`config.mk`:
```
export PLATFORM = sky130hd
export DESIGN_NAME = axi2apb_ctrl
export DESIGN_NICKNAME = d
export VERILOG_FILES = /design/src/rtl/axi2apb_ctrl.sv
export SDC_FILE = /design/constraint.sdc
export NUM_CORES = 1
export LEC_CHECK = 0
export ABC_AREA = 1
export ABC_CLOCK_PERIOD_IN_PS = 1700
export CELL_PAD_IN_SITES_DETAIL_PLACEMENT = 1
export CELL_PAD_IN_SITES_GLOBAL_PLACEMENT = 2
export CORE_MARGIN = 2
export CORE_UTILIZATION = 23
export DETAILED_ROUTE_END_ITERATION = 6
export PLACE_DENSITY = 0.82
export SLEW_MARGIN = 20
export SYNTH_ARGS = -nofsm -noshare
export SYNTH_HDL_FRONTEND = slang
export SYNTH_SLANG_ARGS = --single-unit
```
`constraint.sdc`:
```
create_clock -name ACLK -period 1.7 [get_ports ACLK]
set_input_delay 0.51 -clock ACLK [delete_from_list [all_inputs] [get_ports ACLK]]
set_output_delay 0.51 -clock ACLK [all_outputs]
set_load 0.01 [all_outputs]
```
`src/rtl/axi2apb_ctrl.sv`:
```
// rtl/axi2apb_ctrl.sv - APB master sequencer: one command at a time through SETUP/ACCESS, one response beat back
// Wait-state timeout abandons a stuck ACCESS phase and reports it as an error response.
module axi2apb_ctrl #(
    parameter int APB_ADDR_WIDTH = 32,
    parameter int SEL_LSB        = 12,
    parameter int TIMEOUT_CYCLES = 256
) (
    input  logic                      ACLK,
    input  logic                      ARESETn,
    input  logic                      cmd_valid,
    output logic                      cmd_ready,
    input  logic                      cmd_write,
    input  logic [31:0]               cmd_addr,
    input  logic [31:0]               cmd_wdata,
    output logic                      rsp_valid,
    input  logic                      rsp_ready,
    output logic [31:0]               rsp_rdata,
    output logic                      rsp_err,
    output logic [APB_ADDR_WIDTH-1:0] paddr,
    output logic                      pwrite,
    output logic [31:0]               pwdata,
    output logic                      penable,
    output logic                      ctrl_psel,
    output logic [3:0]                ctrl_addr_mux,
    input  logic                      ctrl_pready,
    input  logic                      ctrl_pslverr,
    input  logic [31:0]               ctrl_prdata
);

    localparam bit TO_EN = (TIMEOUT_CYCLES > 0);
    localparam int CNT_W = TO_EN ? $clog2(TIMEOUT_CYCLES + 1) : 1;
    localparam int TO_LAST_I = TO_EN ? TIMEOUT_CYCLES - 1 : 0;
    localparam logic [CNT_W-1:0] TO_LAST = CNT_W'(TO_LAST_I);

    typedef enum logic [1:0] {
        S_IDLE   = 2'd0,
        S_SETUP  = 2'd1,
        S_ACCESS = 2'd2,
        S_RESP   = 2'd3
    } state_t;

    state_t                    r_state;
    logic                      r_psel;
    logic                      r_penable;
    logic [APB_ADDR_WIDTH-1:0] r_paddr;
    logic                      r_pwrite;
    logic [31:0]               r_pwdata;
    logic [3:0]                r_addr_mux;
    logic                      r_rsp_valid;
    logic [31:0]               r_rsp_rdata;
    logic                      r_rsp_err;
    logic [CNT_W-1:0]          r_cnt;

    logic w_timeout;
    logic w_cnt_max;

    // pready in the last allowed wait cycle still completes normally
    assign w_timeout = TO_EN && !ctrl_pready && (r_cnt == TO_LAST);
    assign w_cnt_max = &r_cnt;

    always_ff @(posedge ACLK or negedge ARESETn) begin
        if (!ARESETn) begin
            r_state     <= S_IDLE;
            r_psel      <= 1'b0;
            r_penable   <= 1'b0;
            r_paddr     <= '0;
            r_pwrite    <= 1'b0;
            r_pwdata    <= '0;
            r_addr_mux  <= '0;
            r_rsp_valid <= 1'b0;
            r_rsp_rdata <= '0;
            r_rsp_err   <= 1'b0;
            r_cnt       <= '0;
        end else begin
            case (r_state)
                S_IDLE: begin
                    if (cmd_valid) begin
                        r_paddr    <= cmd_addr[APB_ADDR_WIDTH-1:0];
                        r_pwrite   <= cmd_write;
                        r_pwdata   <= cmd_wdata;
                        r_addr_mux <= cmd_addr[SEL_LSB+3:SEL_LSB];
                        r_psel     <= 1'b1;
                        r_penable  <= 1'b0;
                        r_state    <= S_SETUP;
                    end
                end
                S_SETUP: begin
                    r_penable <= 1'b1;
                    r_cnt     <= '0;
                    r_state   <= S_ACCESS;
                end
                S_ACCESS: begin
                    if (ctrl_pready) begin
                        r_rsp_err   <= ctrl_pslverr;
                        r_rsp_rdata <= (!r_pwrite && !ctrl_pslverr) ? ctrl_prdata : 32'd0;
                        r_psel      <= 1'b0;
                        r_penable   <= 1'b0;
                        r_rsp_valid <= 1'b1;
                        r_state     <= S_RESP;
                    end else if (w_timeout) begin
                        r_rsp_err   <= 1'b1;
                        r_rsp_rdata <= 32'd0;
                        r_psel      <= 1'b0;
                        r_penable   <= 1'b0;
                        r_rsp_valid <= 1'b1;
                        r_state     <= S_RESP;
                    end else if (!w_cnt_max) begin
                        r_cnt <= r_cnt + CNT_W'(1);
                    end
                end
                S_RESP: begin
                    if (rsp_ready) begin
                        r_rsp_valid <= 1'b0;
                        r_state     <= S_IDLE;
                    end
                end
                default: r_state <= S_IDLE;
            endcase
        end
    end

    assign cmd_ready     = (r_state == S_IDLE);
    assign rsp_valid     = r_rsp_valid;
    assign rsp_rdata     = r_rsp_rdata;
    assign rsp_err       = r_rsp_err;
    assign paddr         = r_paddr;
    assign pwrite        = r_pwrite;
    assign pwdata        = r_pwdata;
    assign penable       = r_penable;
    assign ctrl_psel     = r_psel;
    assign ctrl_addr_mux = r_addr_mux;

endmodule

```
==> metrics.cfg, run 1 <==
[synthesis]
synth-seq-cells = 112
synth_top_family_by_area = multiplexers
synth_compound_area_share_pct = 5.17
synthAdderAreaFrac_pct = 1.87
syn_area_um2 = 4690
synth-xor-area-share_pct = 0.187
synthesis.nets = 498
ys_seq_area_share_pct = 59.7
syn_area_per_cell_um2 = 12.1
synthCells = 388
yosys.area_share.simple_pct = 8.14
synthMuxAreaShare_pct = 17.9
ys_warn_count = 0
synth_cell_type_count = 25

[grt]
grt_pass1_vias = 4230
grt_pass1_wl_um = 23100
antenna_found_initial = 0
grt_use_total_pct = 13.6
grt_max_degree = 52
grt-ovfl-total = 0

[drt]
vias = 3716
first_pass_iters = 4
totalWireLength_um = 14500
routedWlPerCell_um = 16.2
antenna_left = 0
avgViaCountPerCell = 4.15
route.detailed.drc = 0
drt_iter0_drc = 98

[clock_network]
h-tree-depth = 3
clock_path_buffers = 2
insertion_delay_ns = 0.35
cts_made_buffers = 9
clock-sinks = 112
tritoncts = yes
clk_pin_slew_ns = 0.08
cts_root_buf = clkbuf_16

[floorplanning]
die_area_um2 = 21600
core_area_um2 = 20100
rows = 52
start_util_pct = 23.3
pin_count = 209
fp.dieW_um = 147
die_y_um = 147

[placed_design]
port_buffers = 208
gp_congestion = 0.765
hpwl_um = 11000

[timing]
period_minus_slack_ns = 1.83
setup_viol = 47
rsz0062_at_grt = yes
hold_violations = 0
relSlewSlack_pct = 72.0
clock.fmax_mhz = 546
finClkSkew_ns = 0.00829
fin_ws_ns = -0.131
timing.hold.ws_ns = 0.0151
slew_viol_final = 0
tightestPinTransition_ns = 0.417
finalSetupTns_ns = -3.85
post-route-period-util_pct = 108

[power_and_ir_drop]
total_power_mw = 11.8
leakagePower_nw = 3.70
power_density_nw_per_um2 = 1570
peakVddDrop_v = 0.000543

[critical_path]
critPathSlowestCell = dfrtp_1
critPathLaunchType = register
crit_type = reg -> reg
worstPathArrival_ns = 2.07
path_cells = ha_4 -> nand4_1 -> nor3_2 -> ha_2 -> nor2_4 -> nand3_2 -> nand2_4 -> buf_6 -> nand4_1 -> nand2_1
critPathMaxFanout = 6
critPathRequiredTime_ns = 1.94
max_stage_delay_ns = 0.40
cpMostUsedCell = nand4_1
critPathCaptureType = register

[run_status]
status = finished, violations left
violations = setup timing

[min_path]
hold_path.class = in -> async

[job]
maxCapViolCount = 0

[cells_and_area]
antenna_cells = 0
nets = 731
area_growth_pct = 60.6
drive_gt1_share_pct = 22.2

==> worst max-delay path: cells and delay by family (launching register included) <==
family        cells  cell delay, ns
buf+inv           1            0.15
fa+ha+maj         2            0.42
flops             1            0.40
simple gates      7            0.74
==> registers in the layout (all words and copies together), names as in the netlist <==
register / flops
paddr: 32
rsp_rdata: 32
r_state: 2
pwrite: 1
rsp_err: 1
ctrl_psel: 1
r_cnt: 9
pwdata: 32
penable: 1
rsp_valid: 1
==> cell families after synthesis <==
family	after synthesis
DFF	112
buffers and inverters	66
AOI/OAI and AO/OA	45
and+or+nand+nor	92
adders and majority gates	7
xor gates and xnor gates	1
muxes	65
==> per-layer routing <==
metal	GRT usage, %	wire length [um]
met1	15.0	5690
met2	25.2	7740
met3	3.26	714
met4	5.19	395
met5	0	0
==> worst paths after layout <==
kind | cells past startpoint | end | from | slack (ns)
worst max-delay path | 10 | r_cnt[5]$_DFFE_PN0P_ | r_cnt[1]$_DFFE_PN0P_ | -0.13
worst max register to register | 10 | r_cnt[5]$_DFFE_PN0P_ | r_cnt[1]$_DFFE_PN0P_ | -0.13
worst min register to register | 2 | rsp_rdata[3]$_DFFE_PN0P_ | rsp_rdata[3]$_DFFE_PN0P_ | 0.49
worst min-delay path | 1 | pwdata[13]$_DFFE_PN0P_ | ARESETn | 0.02
min in group ACLK | 2 | rsp_rdata[3]$_DFFE_PN0P_ | rsp_rdata[3]$_DFFE_PN0P_ | 0.49
max in group asynchronous | 2 | rsp_rdata[27]$_DFFE_PN0P_ | ARESETn | 1.11
==> timing repair <==
item                                    4_1_cts  5_1_grt
pin swaps                                     9        2
hold endpoints to repair                      0        0
endpoints found under the setup margin      153       48
hold buffers                                  0        0
setup buffers                                 7        2
resized for setup                           135        8
==> layout make-up <==
cell class / count / area [um^2]
fill: 2226 / 12600
sequential: 112 / 2800
timing repair buffer: 240 / 2270
multi-input combinational: 210 / 1670
tap: 270 / 338
clock buffer: 11 / 233
inverter: 48 / 180
clock inverter: 5 / 48.8
==> metrics by stage <==
| stage | instances | setup WS, ns | instance area [um^2] | utilization, % |
|---|---|---|---|---|
| 2_1_floorplan | 388 | 0.00103 | 4690 | - |
| 3_3_place_gp | 873 | -0.185 | 7230 | 36.0 |
| 3_5_place_dp | 873 | -0.272 | 7230 | 36.0 |
| 4_1_cts | 895 | -0.135 | 7490 | 37.3 |
| 5_1_grt | 896 | -0.209 | 7530 | 37.5 |
| 6_report | 896 | -0.131 | 7530 | 37.5 |
==> where the power goes <==
group	total, mW	internal [mW]	switching [mW]
logic	5.41	2.95	2.46
registers	4.33	3.77	0.563
clock network	2.08	1.03	1.04
total	11.8	7.75	4.07
==> synth_stat cells <==
cell / instances / area (um^2)
o21ai_0: 9 / 45.0
nor2_2: 2 / 12.5
nor2_1: 6 / 22.5
nand2_1: 69 / 259
buf_4: 5 / 37.5
o211ai_1: 1 / 7.51
ha_1: 7 / 87.6
o22ai_1: 1 / 6.26
nor3_1: 2 / 10.0
nand3_1: 7 / 35.0
xor2_1: 1 / 8.76
nand4_1: 4 / 25.0
inv_1: 47 / 176
inv_2: 1 / 3.75
a21oi_1: 3 / 15.0
dfrtp_1: 112 / 2800
nand2_2: 1 / 6.26
o21ai_2: 3 / 26.3
mux2_4: 29 / 435
buf_6: 7 / 78.8
o21ai_1: 27 / 135
buf_2: 6 / 30.0
nand3b_2: 1 / 11.3
a22oi_1: 1 / 7.51
mux2_2: 36 / 405
==> cell usage in the layout (no fill, tap or decap), types with 2 or more instances in the layout <==
| cell | n |
|---|---|
| a21oi_1 | 2 |
| buf_12 | 6 |
| buf_4 | 25 |
| buf_6 | 2 |
| clkbuf_1 | 2 |
| clkbuf_16 | 9 |
| clkdlybuf4s50_1 | 101 |
| dfrtp_1 | 112 |
| dlygate4sd2_1 | 105 |
| ha_1 | 2 |
| ha_2 | 2 |
| ha_4 | 3 |
| inv_1 | 45 |
| inv_2 | 3 |
| inv_6 | 2 |
| inv_8 | 2 |
| mux2_2 | 36 |
| mux2_4 | 29 |
| nand2_1 | 67 |
| nand2_4 | 2 |
| nand3_1 | 5 |
| nand3_2 | 2 |
| nand4_1 | 4 |
| nor2_1 | 4 |
| nor2_2 | 2 |
| nor2_4 | 2 |
| o21ai_0 | 3 |
| o21ai_1 | 31 |
| o21ai_2 | 5 |
Power figures use the tool's default switching activity.
==> inputs of run 2 (changes only) <==
GPL_TIMING_DRIVEN = 0   (was default)
==> metrics.cfg, run 2 (same netlist as run 1, synthesis figures left out) <==
[placed_design]
hpwl_um = 11000  ; about the same
placed_cell_area_um2 = 7140  ; was 7230 um^2
pre_cts_slack_ns = -0.429  ; was -0.272 ns
port_buffers = 208  ; unchanged
dp.cells = 867  ; was 873
gp_congestion = 0.791  ; was 0.765

[floorplanning]
pin_count = 209  ; unchanged
fp.dieW_um = 147  ; unchanged
die_area_um2 = 21600  ; unchanged
start_util_pct = 23.3  ; unchanged
rows = 52  ; unchanged
core_area_um2 = 20100  ; unchanged
die_y_um = 147  ; unchanged

[timing]
setup_viol = 43  ; was 47
fin_ws_ns = -0.134  ; was -0.131 ns
hold_violations = 0  ; unchanged
slew_viol_final = 0  ; unchanged
tightestPinTransition_ns = 0.550  ; was 0.417 ns
clock.fmax_mhz = 545  ; was 546 MHz
post-route-period-util_pct = 108  ; about the same
relSlewSlack_pct = 63.3  ; was 72.0%
finClkSkew_ns = 0.0101  ; was 0.00829 ns
period_minus_slack_ns = 1.83  ; about the same
rsz0062_at_grt = yes  ; unchanged

[clock_network]
clk_pin_slew_ns = 0.08  ; about the same
cts_made_buffers = 9  ; unchanged
cts_root_buf = clkbuf_16  ; unchanged
h-tree-depth = 3  ; unchanged
tritoncts = yes  ; unchanged
ctsHoldBuffers = 0  ; unchanged
clock-sinks = 112  ; unchanged
clock_path_buffers = 2  ; unchanged
insertion_delay_ns = 0.36  ; was 0.35 ns

[drt]
top_layer_used = met4  ; unchanged
drt_iter0_drc = 71  ; was 98
first_pass_iters = 3  ; was 4
detailroute.wirelength.met3_um = 662  ; was 714 um
route.met2.wl_um = 8160  ; was 7740 um
routedWlPerCell_um = 16.5  ; was 16.2 um
totalWireLength_um = 15000  ; was 14,500 um
route.detailed.drc = 0  ; unchanged
vias = 3743  ; was 3,716
wl_met1_um = 5810  ; was 5690 um
avgViaCountPerCell = 4.14  ; was 4.15
antenna_left = 0  ; unchanged

[critical_path]
critPathMaxFanout = 5  ; was 6
critPathLaunchType = register  ; unchanged
max_stage_delay_ns = 0.39  ; was 0.40 ns
path_cells = ha_2 -> nand4_1 -> nor3_4 -> ha_2 -> nor2_4 -> nand3_4 -> inv_4 -> nand3_2 -> nand2_1 -> nor2_1  ; was ha_4 -> nand4_1 -> nor3_2 -> ha_2 -> nor2_4 -> nand3_2 -> nand2_4 -> buf_6 -> nand4_1 -> nand2_1
worstPathArrival_ns = 2.08  ; was 2.07 ns
critPathRequiredTime_ns = 1.95  ; was 1.94 ns
cpMostUsedCell = ha_2  ; was nand4_1
crit_type = reg -> reg  ; unchanged
critPathSlowestCell = dfrtp_1  ; unchanged
critPathCaptureType = register  ; unchanged

[grt]
grt_use_total_pct = 14.1  ; was 13.6%
grt_pass1_vias = 4199  ; was 4,230
grt-ovfl-total = 0  ; unchanged
antenna_found_initial = 0  ; unchanged
grt_max_degree = 58  ; was 52
grt_pass1_wl_um = 23900  ; was 23,100 um

[run_status]
violations = setup timing  ; unchanged
status = finished, violations left  ; unchanged

[job]
maxCapViolCount = 0  ; unchanged

[cells_and_area]
antenna_cells = 0  ; unchanged
final_cell_count_no_fill = 904  ; was 896
area_growth_pct = 63.5  ; was 60.6%
finalInstanceArea_um2 = 7670  ; was 7530 um^2
nets = 739  ; was 731
layout_common_cells = dfrtp_1, dlygate4sd2_1, clkdlybuf4s50_1  ; unchanged
drive_gt1_share_pct = 26.3  ; was 22.2%
final_common_cell = dfrtp_1  ; unchanged

[min_path]
hold_path.class = in -> async  ; unchanged

[power_and_ir_drop]
peakVddDrop_v = 0.000451  ; was 0.000543 V
power_density_nw_per_um2 = 1590  ; was 1570 nW/um^2
leakagePower_nw = 3.76  ; was 3.70 nW

[run 2: layout make-up]
| type | count | area (um^2) |
|---|---|---|
| inverter | 48 | 190 |
| clock buffer | 10 | 239 |
| clock inverter | 6 | 60.1 |
| tap | 270 | 338 |
| timing repair buffer | 229 | 2150 |
| multi-input combinational | 211 | 1720 |
| fill | 2180 | 12400 |
| sequential | 112 | 2800 |
| buffer | 18 | 171 |
[run 2: path summary, 6_finish.rpt]
path | end | slack, ns | depth (start not counted) | start
max reg2reg | r_cnt[6]$_DFFE_PN0P_ | -0.13 | 10 | r_cnt[1]$_DFFE_PN0P_
min in group ACLK | penable$_DFFE_PN0P_ | 0.48 | 2 | penable$_DFFE_PN0P_
min reg2reg | penable$_DFFE_PN0P_ | 0.48 | 2 | penable$_DFFE_PN0P_
max in group asynchronous | pwrite$_DFFE_PN0P_ | 0.91 | 2 | ARESETn
max | r_cnt[6]$_DFFE_PN0P_ | -0.13 | 10 | r_cnt[1]$_DFFE_PN0P_
min | paddr[12]$_DFFE_PN0P_ | 0.09 | 1 | ARESETn
[run 2: through the flow]
stage / util [%] / power (mW) / TNS [ns] / hold WS, ns
finish: 38.2 / 12.2 / -2.93 / 0.0941
global route: 38.2 / 13.0 / -9.13 / 0.136
CTS: 37.5 / 12.1 / -6.17 / 0.120
detailed placement: 35.5 / 10.3 / -37.88 / 0.473
global placement: 35.4 / 10.1 / -499.12 / 0.470
floorplan: - / 7.07 / 0 / 0.214
[run 2: metal layers]
metal  vias up  track usage, %
li1       1739               -
met1      1879            16.1
met2       107            26.1
met3        18            2.64
met4         0            5.63
met5         -               0
[run 2: report_power, final]
part	total (mW)	internal, mW	switching, mW
combinational	5.65	3.09	2.56
sequential	4.37	3.77	0.598
clock	2.15	1.07	1.08
[run 2: timing repair]
item,in CTS,in global routing
setup endpoints to repair,212,66
pin swaps,9,10
gates cloned,3,1
gates resized for setup,160,20
setup buffers,11,6
[run 2: worst max-delay path: cells and delay by family (launching register included)]
kind / cells / cell delay, ns
adder cells (fa/ha/maj): 2 / 0.37
AND/OR/NAND/NOR: 7 / 0.83
buffers and inverters: 1 / 0.12
flip-flops: 1 / 0.39
